==> config.mk <==
export PLATFORM = sky130hd
export DESIGN_NAME = mem_port_arbiter
export DESIGN_NICKNAME = d
export VERILOG_FILES = /design/src/rtl/mem_port_arbiter.sv
export SDC_FILE = /design/constraint.sdc
export NUM_CORES = 1
export LEC_CHECK = 0
export ABC_CLOCK_PERIOD_IN_PS = 4900
export CAP_MARGIN = 40
export CORE_ASPECT_RATIO = 0.8
export CORE_MARGIN = 2
export CORE_UTILIZATION = 45
export DETAILED_ROUTE_END_ITERATION = 6
export GPL_TIMING_DRIVEN = 0
export PLACE_DENSITY = 0.86
export SLEW_MARGIN = 40
export SYNTH_ARGS = -nofsm -noshare
export SYNTH_HDL_FRONTEND = slang
export SYNTH_SLANG_ARGS = --single-unit
export TNS_END_PERCENT = 10
==> constraint.sdc <==
create_clock -name clk -period 4.9 [get_ports clk]
set_input_delay 0.98 -clock clk [delete_from_list [all_inputs] [get_ports clk]]
set_output_delay 0.98 -clock clk [all_outputs]
set_load 0.02 [all_outputs]
==> src/rtl/mem_port_arbiter.sv <==
// Arbiter sharing one external memory port between instruction fetch (IF) and data (DM)
// requesters: DM priority, bounded IF anti-starvation, per-transaction timeout.
module mem_port_arbiter #(
  parameter int W             = 32,
  parameter int MAX_DM_STREAK = 4,
  parameter int TIMEOUT       = 64
) (
  input  logic         clk,
  input  logic         rst,
  // instruction-fetch requester
  input  logic         if_req,
  input  logic [W-1:0] if_addr,
  output logic         if_done,
  output logic [W-1:0] if_rdata,
  // data requester
  input  logic         dm_req,
  input  logic         dm_we,
  input  logic [3:0]   dm_be,
  input  logic [W-1:0] dm_addr,
  input  logic [W-1:0] dm_wdata,
  output logic         dm_done,
  output logic [W-1:0] dm_rdata,
  // external memory port
  output logic         mem_req,
  output logic         mem_we,
  output logic [3:0]   mem_be,
  output logic [W-1:0] mem_addr,
  output logic [W-1:0] mem_wdata,
  input  logic [W-1:0] mem_rdata,
  input  logic         mem_ack,
  // status and pipeline stalls
  output logic         bus_err,
  output logic         stall_if,
  output logic         stall_dm
);

  typedef enum logic [1:0] {
    IDLE     = 2'd0,
    SERVE_IF = 2'd1,
    SERVE_DM = 2'd2
  } state_t;

  localparam logic [3:0] STREAK_MAX = 4'(MAX_DM_STREAK);
  localparam logic [3:0] STREAK_SAT = 4'hF;
  localparam logic [7:0] TIMER_LAST = 8'(TIMEOUT - 1);

  state_t     state;
  state_t     state_next;
  logic [3:0] streak;
  logic [7:0] timer;

  logic if_elig;
  logic dm_elig;
  logic grant_if;
  logic grant_dm;
  logic serving;
  logic timer_expired;

  // A requester still showing its done pulse is presenting the request that just finished.
  assign if_elig       = if_req & ~if_done;
  assign dm_elig       = dm_req & ~dm_done;
  assign serving       = (state != IDLE);
  assign timer_expired = (timer == TIMER_LAST);

  assign stall_if = if_req & ~if_done;
  assign stall_dm = dm_req & ~dm_done;

  always_ff @(posedge clk or negedge rst) begin
    if (!rst) begin
      state <= IDLE;
    end else begin
      // NOTE: sequential state uses non-blocking assignments so every register samples
      // pre-edge values regardless of statement order.
      state <= state_next;
    end
  end

  always_comb begin
    // NOTE: every output of this block gets a default first; a path that skips an
    // assignment would otherwise infer a latch.
    state_next = state;
    grant_if   = 1'b0;
    grant_dm   = 1'b0;
    unique case (state)
      IDLE: begin
        if (dm_elig && (!if_elig || streak != STREAK_MAX)) begin
          grant_dm   = 1'b1;
          state_next = SERVE_DM;
        end else if (if_elig) begin
          grant_if   = 1'b1;
          state_next = SERVE_IF;
        end
      end
      SERVE_IF, SERVE_DM: begin
        if (mem_ack || timer_expired) begin
          state_next = IDLE;
        end
      end
      default: state_next = IDLE;
    endcase
  end

  always_ff @(posedge clk or negedge rst) begin
    if (!rst) begin
      // NOTE: this block holds only control and data registers (no memory array),
      // so all of it is reset to give defined outputs straight after reset.
      mem_req   <= 1'b0;
      mem_we    <= 1'b0;
      mem_be    <= 4'h0;
      mem_addr  <= '0;
      mem_wdata <= '0;
      if_done   <= 1'b0;
      dm_done   <= 1'b0;
      bus_err   <= 1'b0;
      if_rdata  <= '0;
      dm_rdata  <= '0;
      streak    <= 4'h0;
      timer     <= 8'h0;
    end else begin
      if_done <= 1'b0;
      dm_done <= 1'b0;
      bus_err <= 1'b0;

      if (grant_dm) begin
        mem_req   <= 1'b1;
        mem_we    <= dm_we;
        mem_be    <= dm_be;
        mem_addr  <= dm_addr;
        mem_wdata <= dm_wdata;
        timer     <= 8'h0;
        // Only DM grants won while IF is waiting count toward starving IF.
        if (!if_req) begin
          streak <= 4'h0;
        end else if (streak != STREAK_SAT) begin
          streak <= streak + 4'd1;
        end
      end else if (grant_if) begin
        mem_req   <= 1'b1;
        mem_we    <= 1'b0;
        mem_be    <= 4'hF;
        mem_addr  <= if_addr;
        mem_wdata <= '0;
        timer     <= 8'h0;
        streak    <= 4'h0;
      end else if (serving) begin
        if (mem_ack) begin
          mem_req <= 1'b0;
          if (state == SERVE_DM) begin
            dm_rdata <= mem_rdata;
            dm_done  <= 1'b1;
          end else begin
            if_rdata <= mem_rdata;
            if_done  <= 1'b1;
          end
        end else if (timer_expired) begin
          // Abort: the requester is released with zero data and an error flag.
          mem_req <= 1'b0;
          bus_err <= 1'b1;
          if (state == SERVE_DM) begin
            dm_rdata <= '0;
            dm_done  <= 1'b1;
          end else begin
            if_rdata <= '0;
            if_done  <= 1'b1;
          end
        end else begin
          timer <= timer + 8'd1;
        end
      end
    end
  end

endmodule

==> flow_summary.json <==
{
  "status": "finished clean",
  "hold_viol": 0,
  "relSlewSlack": 0.583,
  "grt_pass1_wl_microns": 31800,
  "drive_gt1_frac": 0.0614,
  "fp.coreArea_sq_mm": 0.0130,
  "cp_num_buf_inv": 2,
  "drcViolationCount": 0,
  "synth_edf_count": 0,
  "clockRootBuffer": "clkbuf_16",
  "syn_area_per_cell_sq_um": 11.6,
  "critical_path_class": "in2out",
  "vias_per_cell": 5.50,
  "total_power_mw": 7.00,
  "place_inst": 974,
  "wl_per_cell_microns": 20.5,
  "totalWireLength_microns": 20600,
  "p_per_area_mw_per_mm2": 722,
  "cts_buffer_depth": 2,
  "preCtsSetupSlack_ps": 1410,
  "grt-ovfl-total": 0,
  "tightest_slew_ps": 626,
  "die_w_microns": 133,
  "hold_buffers": 0,
  "p_leak_nw": 4.20,
  "antenna_cells": 0,
  "post-route-period-util": 0.714,
  "dpl.hpwl_microns": 14900,
  "synth.yosys.warnings": 0,
  "die_h_microns": 108,
  "nFillCells": 805,
  "slowest_delay_ps": 700,
  "finClkSkew_ps": 9.55,
  "path_clk_slew_ps": 60,
  "post_cts_buffers": 0,
  "critPathLaunchType": "input port",
  "slowest_stage": "clkdlybuf4s50_1",
  "arrival_ps": 2520,
  "synth_commonest_cells": "151 x dfrtp_1, 97 x a22o_1, 71 x a21oi_1",
  "finalSetupViolations": 0,
  "gp_congestion": 0.935,
  "cts-htree-levels": 4,
  "io_pins": 277,
  "yosysMostFrequentCell": "dfrtp_1",
  "dieArea_sq_mm": 0.0144,
  "drv_cap": 0,
  "numCtsBuffers": 17,
  "peakVddDrop_v": 0.000458,
  "area_growth_pct": 60.6,
  "rsz0062_at_grt": "no",
  "antenna_found_initial": 0,
  "worst-path-max-fanout": 6,
  "cts_resized": 0,
  "synth.distinct_cells": 40,
  "worstHoldPathType": "in2async",
  "clk_latency_ps": 430,
  "initial_core_util": 0.466,
  "fin_cells": 1006,
  "async_flop_share": 1.00,
  "synth_top_area_cell": "dfrtp_1",
  "fin_crit_ps": 3500,
  "ys.flop_type": "dfrtp_1",
  "dr.pass1.iters": 5,
  "grt_usage": 0.291,
  "postRouteAntennaNets": 0,
  "worst_slack_ps": 1400,
  "ys_ff_latch": 151,
  "required_ps": 3920,
  "cts_sinks": 151,
  "grt_max_degree": 81,
  "dr.first_iter.drc_count": 327,
  "final_nets": 961,
  "ys_seq_area_frac": 0.626,
  "first_global_vias": 5763,
  "synth_cells": 521,
  "portBuffers": 276,
  "synth_top_area_share": 0.626,
  "final_max_slew_viol_count": 0,
  "dr_total_vias": 5536,
  "path_delay_family": "buffers and inverters",
  "rows": 37,
  "end_kind": "primary output",
  "cpMostUsedCell": "clkdlybuf4s50_1",
  "synth_fp_nets": 664,
  "synthTopCellsByArea": "dfrtp_1 63%, a22o_1 14%, a21oi_1 5.9%",
  "crit_chain": "clkdlybuf4s50_1, nor2b_1, clkdlybuf4s50_1",
  "netlist_area_sq_mm": 0.00604,
  "fmax_ghz": 0.286,
  "cts_tree": "built"
}
## flip-flops by register name, indices dropped and copies added, names as in the netlist, 2 cells and up
register and flops:
mem_addr 32, mem_wdata 32, timer 8, streak 4, dm_rdata 32, if_rdata 32
state 2, mem_be 4
## worst paths after layout
path                                     startpoint                         to  slack [ps]  depth (start not counted)
hold reg to reg            dm_rdata[19]$_DFFE_PN0P_   dm_rdata[19]$_DFFE_PN0P_         500                          1
setup / recovery                             dm_req                   stall_dm        1400                          3
min in group clk           dm_rdata[19]$_DFFE_PN0P_   dm_rdata[19]$_DFFE_PN0P_         500                          1
hold / removal                                  rst   if_rdata[26]$_DFFE_PN0P_         310                          1
setup reg to reg               state[1]$_DFFE_PN0P_  mem_wdata[30]$_DFFE_PN0P_        2510                          8
max in group asynchronous                       rst  mem_wdata[13]$_DFFE_PN0P_        3680                          3
## cell type report
cell class	count	area, sq um	share of cell area
clock inverter	13	179	0.0185
inverter	9	33.8	0.00348
clock buffer	19	433	0.0447
timing repair buffer	278	2820	0.291
buffer	38	183	0.0188
multi-input combinational	323	2050	0.211
tap	175	219	0.0226
sequential	151	3780	0.390
## placed cells by master, fill, tap and decap left out, types with 4 or more instances in the layout
cell,count
xnor2_1,4
bufinv_16,4
o21ai_0,7
a22o_1,97
nand2_1,52
ha_1,5
clkinv_2,4
mux2i_1,4
dfrtp_1,151
nand3_1,8
clkbuf_16,17
clkinvlp_4,4
buf_1,6
clkdlybuf4s50_1,275
buf_2,8
nor2_1,35
inv_1,7
buf_6,4
clkbuf_1,22
a21oi_1,71
## power breakdown
part / switching, mW / total (mW) / internal (mW)
combinational: 1.83 / 3.44 / 1.61
sequential: 0.369 / 2.19 / 1.82
clock: 0.522 / 1.37 / 0.849
## worst register-to-register path: cells and delay by family, from the launching register on
family                     cells  cell delay (ps)
adders and majority gates      1              150
buffers and inverters          4              990
DFF                            1              390
AOI/OAI and AO/OA              2              510
and+or+nand+nor                1              300
## metal layers
layer	part of all wire	global-route usage	wire [microns]	vias up
met5	0	0	0	-
met4	0.023	0.104	483	0
met3	0.099	0.101	2040	38
met2	0.49	0.493	10200	313
met1	0.38	0.346	7880	2710
li1	-	-	-	2475
## per-stage QoR
| step | instance area, sq um | setup TNS, ps | utilization | hold slack, ps |
|---|---|---|---|---|
| floorplan | 6040 | 0 | - | 478 |
| global placement | 9020 | -424330 | 0.696 | 480 |
| detailed placement | 9080 | 0 | 0.700 | 486 |
| CTS | 9690 | 0 | 0.748 | 300 |
| global route | 9690 | 0 | 0.748 | 292 |
| finish | 9690 | 0 | 0.748 | 312 |
## kinds of logic after synthesis
family / synth area share
AOI/OAI and AO/OA: 0.225
DFF: 0.626
and+or+nand+nor: 0.0900
buffers and inverters: 0.0359
adders and majority gates: 0.0104
xor gates and xnor gates: 0.00580
muxes: 0.00663
Note: power is estimated with default switching activity, not from simulation.
